### src/rtl/bitonic_merge_pipe_pkg.sv
// Shared definitions for the bitonic merge pipeline: defaults and the
// lane-indexing helpers used by the compare-exchange columns.
package bitonic_merge_pipe_pkg;

    localparam int DEFAULT_LOG_NUM     = 3;
    localparam int DEFAULT_DATA_WIDTH  = 8;
    localparam int DEFAULT_LABEL_WIDTH = 3;

    // Distance between compare partners in stage s of an NUM-entry merger.
    function automatic int stage_stride(input int num, input int s);
        return num >> (s + 1);
    endfunction

    // A lane owns a compare-exchange when its stride bit is clear; its
    // partner is lane + stride.
    function automatic bit is_low_lane(input int lane, input int stride);
        return (lane & stride) == 0;
    endfunction

endpackage

### src/rtl/bitonic_merge_pipe_if.sv
// Stream bundle for the merger: input beat (x side) and output beat (y side).
interface bitonic_merge_pipe_if #(
    parameter int LOG_NUM     = 3,
    parameter int DATA_WIDTH  = 8,
    parameter int LABEL_WIDTH = 3
);
    localparam int NUM = 1 << LOG_NUM;

    logic                         x_valid;
    logic                         x_ready;
    logic                         x_ascending;
    logic [DATA_WIDTH*NUM-1:0]    x;
    logic [LABEL_WIDTH*NUM-1:0]   x_label;
    logic [DATA_WIDTH*NUM-1:0]    y;
    logic [LABEL_WIDTH*NUM-1:0]   y_label;
    logic                         y_ascending;
    logic                         y_valid;
    logic                         y_ready;

    // Environment side: produces input beats, consumes output beats.
    modport master (
        output x_valid, x_ascending, x, x_label, y_ready,
        input  x_ready, y, y_label, y_ascending, y_valid
    );

    // Merger side.
    modport slave (
        input  x_valid, x_ascending, x, x_label, y_ready,
        output x_ready, y, y_label, y_ascending, y_valid
    );

endinterface

### src/rtl/bitonic_merge_pipe_cas_stage.sv
// One combinational compare-exchange column of the bitonic merger.
// Lanes i and i+D are compared; equal keys never swap so the lower lane
// keeps its original entry.
module bitonic_cas_stage
    import bitonic_merge_pipe_pkg::*;
#(
    parameter int NUM         = 8,
    parameter int D           = 4,
    parameter int DATA_WIDTH  = 8,
    parameter int LABEL_WIDTH = 3,
    parameter int SIGNED      = 0
) (
    input  logic [DATA_WIDTH*NUM-1:0]  key_in,
    input  logic [LABEL_WIDTH*NUM-1:0] label_in,
    input  logic                       ascending,
    output logic [DATA_WIDTH*NUM-1:0]  key_out,
    output logic [LABEL_WIDTH*NUM-1:0] label_out
);

    for (genvar i = 0; i < NUM; i++) begin : lane
        if (is_low_lane(i, D)) begin : pair
            logic [DATA_WIDTH-1:0]  lo_key;
            logic [DATA_WIDTH-1:0]  hi_key;
            logic [LABEL_WIDTH-1:0] lo_label;
            logic [LABEL_WIDTH-1:0] hi_label;
            logic                   hi_less;
            logic                   lo_less;
            logic                   swap;

            assign lo_key   = key_in[i*DATA_WIDTH +: DATA_WIDTH];
            assign hi_key   = key_in[(i+D)*DATA_WIDTH +: DATA_WIDTH];
            assign lo_label = label_in[i*LABEL_WIDTH +: LABEL_WIDTH];
            assign hi_label = label_in[(i+D)*LABEL_WIDTH +: LABEL_WIDTH];

            if (SIGNED != 0) begin : cmp_signed
                assign hi_less = $signed(hi_key) < $signed(lo_key);
                assign lo_less = $signed(lo_key) < $signed(hi_key);
            end else begin : cmp_unsigned
                assign hi_less = hi_key < lo_key;
                assign lo_less = lo_key < hi_key;
            end

            // Strict comparisons only: ties leave the pair untouched.
            assign swap = ascending ? hi_less : lo_less;

            assign key_out[i*DATA_WIDTH +: DATA_WIDTH]       = swap ? hi_key : lo_key;
            assign key_out[(i+D)*DATA_WIDTH +: DATA_WIDTH]   = swap ? lo_key : hi_key;
            assign label_out[i*LABEL_WIDTH +: LABEL_WIDTH]     = swap ? hi_label : lo_label;
            assign label_out[(i+D)*LABEL_WIDTH +: LABEL_WIDTH] = swap ? lo_label : hi_label;
        end
    end

endmodule

### src/rtl/bitonic_merge_pipe.sv
// Fully pipelined bitonic merger: LOG_NUM registered compare-exchange
// columns with a single global stall. Direction travels with each beat.
module bitonic_merge_pipe
    import bitonic_merge_pipe_pkg::*;
#(
    parameter int LOG_NUM     = DEFAULT_LOG_NUM,
    parameter int DATA_WIDTH  = DEFAULT_DATA_WIDTH,
    parameter int LABEL_WIDTH = DEFAULT_LABEL_WIDTH,
    parameter int SIGNED      = 0
) (
    input  logic               clk,
    input  logic               rst,
    bitonic_merge_pipe_if.slave bus
);

    localparam int NUM = 1 << LOG_NUM;
    localparam int KW  = DATA_WIDTH * NUM;
    localparam int LW  = LABEL_WIDTH * NUM;

    logic advance;

    for (genvar s = 0; s < LOG_NUM; s++) begin : stage
        logic [KW-1:0] key_in;
        logic [LW-1:0] label_in;
        logic          asc_in;
        logic          valid_in;
        logic [KW-1:0] key_next;
        logic [LW-1:0] label_next;
        logic [KW-1:0] key_r;
        logic [LW-1:0] label_r;
        logic          asc_r;
        logic          valid_r;

        if (s == 0) begin : from_input
            assign key_in   = bus.x;
            assign label_in = bus.x_label;
            assign asc_in   = bus.x_ascending;
            assign valid_in = bus.x_valid;
        end else begin : from_prev
            assign key_in   = stage[s-1].key_r;
            assign label_in = stage[s-1].label_r;
            assign asc_in   = stage[s-1].asc_r;
            assign valid_in = stage[s-1].valid_r;
        end

        bitonic_cas_stage #(
            .NUM         (NUM),
            .D           (stage_stride(NUM, s)),
            .DATA_WIDTH  (DATA_WIDTH),
            .LABEL_WIDTH (LABEL_WIDTH),
            .SIGNED      (SIGNED)
        ) u_cas (
            .key_in    (key_in),
            .label_in  (label_in),
            .ascending (asc_in),
            .key_out   (key_next),
            .label_out (label_next)
        );

        // Stage register: clears on reset, loads the column result when the pipe advances.
        always_ff @(posedge clk or negedge rst) begin
            if (!rst) begin
                key_r   <= '0;
                label_r <= '0;
                asc_r   <= 1'b0;
                valid_r <= 1'b0;
            end else if (advance) begin
                key_r   <= key_next;
                label_r <= label_next;
                asc_r   <= asc_in;
                valid_r <= valid_in;
            end
        end
    end

    // The whole pipe moves unless a valid output beat is being refused.
    assign advance = bus.y_ready | ~stage[LOG_NUM-1].valid_r;

    assign bus.x_ready     = advance;
    assign bus.y           = stage[LOG_NUM-1].key_r;
    assign bus.y_label     = stage[LOG_NUM-1].label_r;
    assign bus.y_ascending = stage[LOG_NUM-1].asc_r;
    assign bus.y_valid     = stage[LOG_NUM-1].valid_r;

endmodule

### src/flat_wrapper.sv
// flat-port wrapper written by rule: the top's interface ports become plain ports
module bitonic_merge_pipe_flat import bitonic_merge_pipe_pkg::*;
#(
    parameter int LOG_NUM     = DEFAULT_LOG_NUM,
    parameter int DATA_WIDTH  = DEFAULT_DATA_WIDTH,
    parameter int LABEL_WIDTH = DEFAULT_LABEL_WIDTH,
    parameter int SIGNED      = 0
)
  (clk, rst, bus_x_valid, bus_x_ascending, bus_x, bus_x_label, bus_y_ready, bus_x_ready, bus_y, bus_y_label, bus_y_ascending, bus_y_valid);
  bitonic_merge_pipe_if #(.LOG_NUM(LOG_NUM), .DATA_WIDTH(DATA_WIDTH), .LABEL_WIDTH(LABEL_WIDTH)) bus_i ();
  input  logic clk;
  input  logic rst;
  input wire logic [$bits(bus_i.x_valid)-1:0] bus_x_valid;
  input wire logic [$bits(bus_i.x_ascending)-1:0] bus_x_ascending;
  input wire logic [$bits(bus_i.x)-1:0] bus_x;
  input wire logic [$bits(bus_i.x_label)-1:0] bus_x_label;
  input wire logic [$bits(bus_i.y_ready)-1:0] bus_y_ready;
  output wire logic [$bits(bus_i.x_ready)-1:0] bus_x_ready;
  output wire logic [$bits(bus_i.y)-1:0] bus_y;
  output wire logic [$bits(bus_i.y_label)-1:0] bus_y_label;
  output wire logic [$bits(bus_i.y_ascending)-1:0] bus_y_ascending;
  output wire logic [$bits(bus_i.y_valid)-1:0] bus_y_valid;
  assign bus_i.x_valid = bus_x_valid;
  assign bus_i.x_ascending = bus_x_ascending;
  assign bus_i.x = bus_x;
  assign bus_i.x_label = bus_x_label;
  assign bus_i.y_ready = bus_y_ready;
  assign bus_x_ready = bus_i.x_ready;
  assign bus_y = bus_i.y;
  assign bus_y_label = bus_i.y_label;
  assign bus_y_ascending = bus_i.y_ascending;
  assign bus_y_valid = bus_i.y_valid;
  bitonic_merge_pipe #(.LOG_NUM(LOG_NUM), .DATA_WIDTH(DATA_WIDTH), .LABEL_WIDTH(LABEL_WIDTH), .SIGNED(SIGNED)) u_core (.clk(clk), .rst(rst), .bus(bus_i));
endmodule
### config.mk
export PLATFORM = sky130hd
export DESIGN_NAME = bitonic_merge_pipe_flat
export DESIGN_NICKNAME = d
export VERILOG_FILES = /design/src/rtl/bitonic_merge_pipe_pkg.sv /design/src/rtl/bitonic_merge_pipe_if.sv /design/src/rtl/bitonic_merge_pipe_cas_stage.sv /design/src/rtl/bitonic_merge_pipe.sv /design/src/flat_wrapper.sv
export SDC_FILE = /design/constraint.sdc
export NUM_CORES = 1
export LEC_CHECK = 0
export CAP_MARGIN = 40
export CORE_MARGIN = 4
export CORE_UTILIZATION = 35
export CTS_BUF_LIST = sky130_fd_sc_hd__clkbuf_8
export CTS_CLUSTER_DIAMETER = 50
export CTS_CLUSTER_SIZE = 8
export DETAILED_ROUTE_END_ITERATION = 8
export GPL_TIMING_DRIVEN = 0
export SKIP_CTS_REPAIR_TIMING = 1
export SYNTH_ARGS = -nofsm -noshare
export SYNTH_HDL_FRONTEND = slang
export SYNTH_SLANG_ARGS = --single-unit
### constraint.sdc
create_clock -name clk -period 3.7 [get_ports clk]
set_input_delay 0.37 -clock clk [delete_from_list [all_inputs] [get_ports clk]]
set_output_delay 0.37 -clock clk [all_outputs]
set_load 0.1 [all_outputs]
==> results.md, run 1 <==
- Run status: finished, final reports clean
- Mean Syn Cell Area: between 9 and 10 um^2
- Complex-gate fraction of the synthesized area: roughly a fifth
- Net Sw Frac: 51.3%
- Clk Latency, worst-skew pair: a little under 0.6 ns
- CTS root buf: clkbuf_8
- Ys Warns: 0
- Area grow syn2layout: 29.5%
- Hold Path Class: input port to flop
- Detailed placement HPWL: ~49000 um
- Antenna violations before repair: 0
- DIE AREA: 51700 um^2
- Cts bufs inserted: 43
- Yosys top cell area share: 40.1%
- First-pass GRT wire length: about 96000 um
- Starting Density: ~35%
- Port bufs: between 150 and 200
- Area post-placement: 21100 um^2
- Post-synthesis adder-cell area fraction: 7.13%
- Crit path max fanout: 12
- Post-synthesis sequential area ratio: about 40%
- Min-Delay Endpoint: u_core.stage[0].valid_r
- Sequential power share: 25.3%
- Combinational fraction of design power: approximately 64%
- Power Internal: 11.2 mW
- Die Y: roughly 230 um
- Register area: 6760 um^2
- Maximum capacitance violations: 0
- Via count: between 15000 and 20000
- F_max: between 200 and 300 MHz
- DR iter-0 viols: between 1000 and 1500
- Met1 GRT Util: between 30% and 40%
- Yosys cell types: 32
- Crit start category: flop
- Post-Synth Simple-Gate Area: roughly 11%
- Clock Power Share: 10.6%
- Hold Crit Depth: 3
- Worst reg-to-reg setup slack: 0.74 ns
- Final WL: ~63000 um
- # fillers: around 4500
- IO Count: around 180
- Core Box Area: approximately 48000 um^2
- Largest family of logic cells by synthesized area: compound AO/OA/AOI/OAI gates
- Clock Skew: 0.0185 ns
- Wire length per cell: 22.5 um
- Cell taking the most area after synthesis: dfrtp_1
- Syn nets: ~2000
- GRT Util Overall: between 20% and 30%
- Pin count of the biggest net entering global routing: 120
- Worst hold start: bus_x_valid
- RSZ-0062 raised after global routing: no
- Multi-input gate area: approximately 9000 um^2
- Top cells by area, synth: dfrtp_1 40%, a21oi_1 17%, mux2i_1 16%, ha_1 7.1%, and2_1 6.2%
- Nets: roughly 2300
- Routability cong.: 0.940
- Post-Syn Area: about 17000 um^2
- Antenna viol nets, final: 0
- Crit. End Element: output pin
- Fraction of layout cells with a size suffix above 1: 8.84%
- CP required: roughly 3.3 ns
- Mapped Cells: 1837
- Tightest Pin Transition: between 0.8 and 0.9 ns
- Clock sinks: 270
- Drt pass-1 iters: 5
- Final setup fails: 0
- XOR/XNOR Fraction of Synth Area: 0%
- Synthesized flop and latch total: 270
- Worst slew margin: between 40% and 50%
- Busiest grt layer: met2
- TritonCTS clock tree: built
- Mux contribution to synthesized area: between 15 and 20%
- Post-route minimum period: 3.46 ns
- PwrDens: 1060 nW/um^2
- Gr ovfl total: 0
- Fin area: about 22000 um^2
- Reg2reg path depth: 8
- VDD IR max: between 0.4 and 0.5 mV
- GRT met3 Usage: under 10%
- Via-to-Cell Ratio: approximately 5.7
- Chip width: about 230 um
- GR Util met2: 38.8%
- Post-route DRC: 0
- Psw: 11.8 mW
- Row count: 80
- Reg clk slew, reported paths: roughly 0.060 ns
- Vias in the first global route: approximately 16000
- CTS H-tree depth: 2
- RR Endpoint: u_core.bus.y[63]
- Fin. max-slew vios: 0
- Maximum clock path buffer count: 3
- Kind of critical path: flop to output pin
- Diodes inserted: 0
- Power after layout: between 20 and 25 mW
- Tcrit/Tclk final: just over 90%
- RR Startpoint: u_core.bus.y_valid
- Data arrival, critical path: around 3.1 ns
- Pleak: 9.90 nW
- Final Hold Viols: 0
==> final cells by class <==
cell class	instances	area share (%)
clock buffers	51	3.22
inverters	103	1.77
flip-flops and latches	270	31.0
well taps	615	3.53
clock inverters	9	0.201
multi-input cells	1348	42.2
plain buffers	115	2.24
repair buffers	277	15.8
==> synth_stat cells, drive strengths merged <==
library cell	n
a21oi	566
dfrtp	270
mux2i	264
and2	168
inv	103
nor2	98
ha	96
clkbuf	88
buf	28
o211ai	28
nand4	24
nand2	21
o21ai	15
nor2b	13
a211o	10
nand2b	7
o211a	6
a21o	4
a41oi	4
o311a	4
o311ai	4
or2	4
a211oi	2
a221oi	2
a311o	2
a311oi	2
and3	2
nand3	2
==> worst max-delay path, cell delays in order, from the launching register on <==
cell and delay (ns):
dfrtp_1 0.37, nor2b_1 0.13, buf_2 0.23, inv_1 0.49, clkbuf_2 0.49, clkdlybuf4s50_1 0.60
buf_8 0.20
==> sequential cells by signal, indices dropped and copies added (netlist names) <==
signal and cells:
u_core.bus.y_label 24, u_core.bus.y 64, u_core.stage.asc_r 2, u_core.stage.key_r 128
u_core.bus.y_valid 1, u_core.bus.y_ascending 1, u_core.stage.valid_r 2, u_core.stage.label_r 48
==> per-stage QoR <==
stage	utilization (%)	setup WS (ns)	hold slack (ns)	setup TNS, ns	instances
2_1_floorplan	-	0.713	0.0744	0	1837
3_3_place_gp	40.8	-9.74	0.447	-2624.29	2635
3_5_place_dp	44.2	-0.0262	0.420	-0.0262	2728
4_1_cts	45.8	-0.248	-0.207	-0.248	2788
5_1_grt	45.8	0.209	0.356	0	2788
6_report	45.8	0.239	0.359	0	2788
==> cells in the final DEF (no fill, tap or decap), types with 3 or more instances in the layout <==
cell type	netlist	layout
o21ai_0	15	15
or2_2	4	4
and2_1	168	168
nand2b_1	7	7
o211ai_1	28	28
nor2b_1	13	13
buf_1	3	3
clkinv_2	0	4
o211a_1	6	6
clkbuf_8	0	51
clkdlybuf4s50_1	0	182
nand2_1	21	21
dfrtp_1	270	270
a211o_1	10	10
buf_8	0	77
buf_6	4	4
inv_1	103	107
a41oi_1	4	4
ha_1	96	96
buf_16	0	17
o311a_1	4	4
mux2i_1	264	264
clkbuf_1	88	86
o311ai_0	4	4
nand4_1	24	24
a21oi_1	566	566
buf_2	21	21
nor2_1	96	96
==> logic make-up (layout without fill, tap and decap cells) <==
group | after synthesis | count (layout)
AO/OA/AOI/OAI | 649 | 649
AND/OR/NAND/NOR | 339 | 339
flip-flops | 270 | 270
multiplexers | 264 | 264
buffers and inverters | 219 | 555
adder cells (fa/ha/maj) | 96 | 96
==> power by group through the flow <==
stage	Clock (mW)	Sequential (mW)	Combinational, mW
global route	2.62	5.97	15.7
floorplan	0	8.49	6.38
detailed placement	0	5.81	14.7
global placement	0	5.76	12.6
CTS	2.49	5.76	14.8
finish	2.46	5.83	14.8
==> layer usage <==
| layer | wire (um) | part of all wire (%) |
|---|---|---|
| met1 | 27500 | 44 |
| met2 | 29000 | 46 |
| met3 | 4070 | 6.5 |
| met4 | 2310 | 3.7 |
| met5 | 0 | 0 |
==> worst max path at each step <==
stage,start,endpoint,slack [ns]
floorplan,u_core.bus.y_valid,u_core.bus.y_label[10],0.71
finish,u_core.bus.y_valid,bus_x_ready,0.24
detailed placement,bus_y_ready,bus_x_ready,-0.03
CTS,u_core.bus.y_valid,bus_x_ready,-0.25
global placement,rst,u_core.bus.y[46],-9.74
global route,u_core.bus.y_valid,bus_x_ready,0.21
Note: power is estimated with default switching activity, not from simulation.
==> inputs of run 2 (changes only) <==
--- a/config.mk
+++ b/config.mk
@@ -13,6 +13,7 @@
 export CTS_CLUSTER_SIZE = 8
 export DETAILED_ROUTE_END_ITERATION = 8
 export GPL_TIMING_DRIVEN = 0
+export HOLD_SLACK_MARGIN = 0.1
 export SKIP_CTS_REPAIR_TIMING = 1
 export SYNTH_ARGS = -nofsm -noshare
 export SYNTH_HDL_FRONTEND = slang
==> results of run 2 <==
The final DEF is identical to that of run 1; final timing and power are the same.
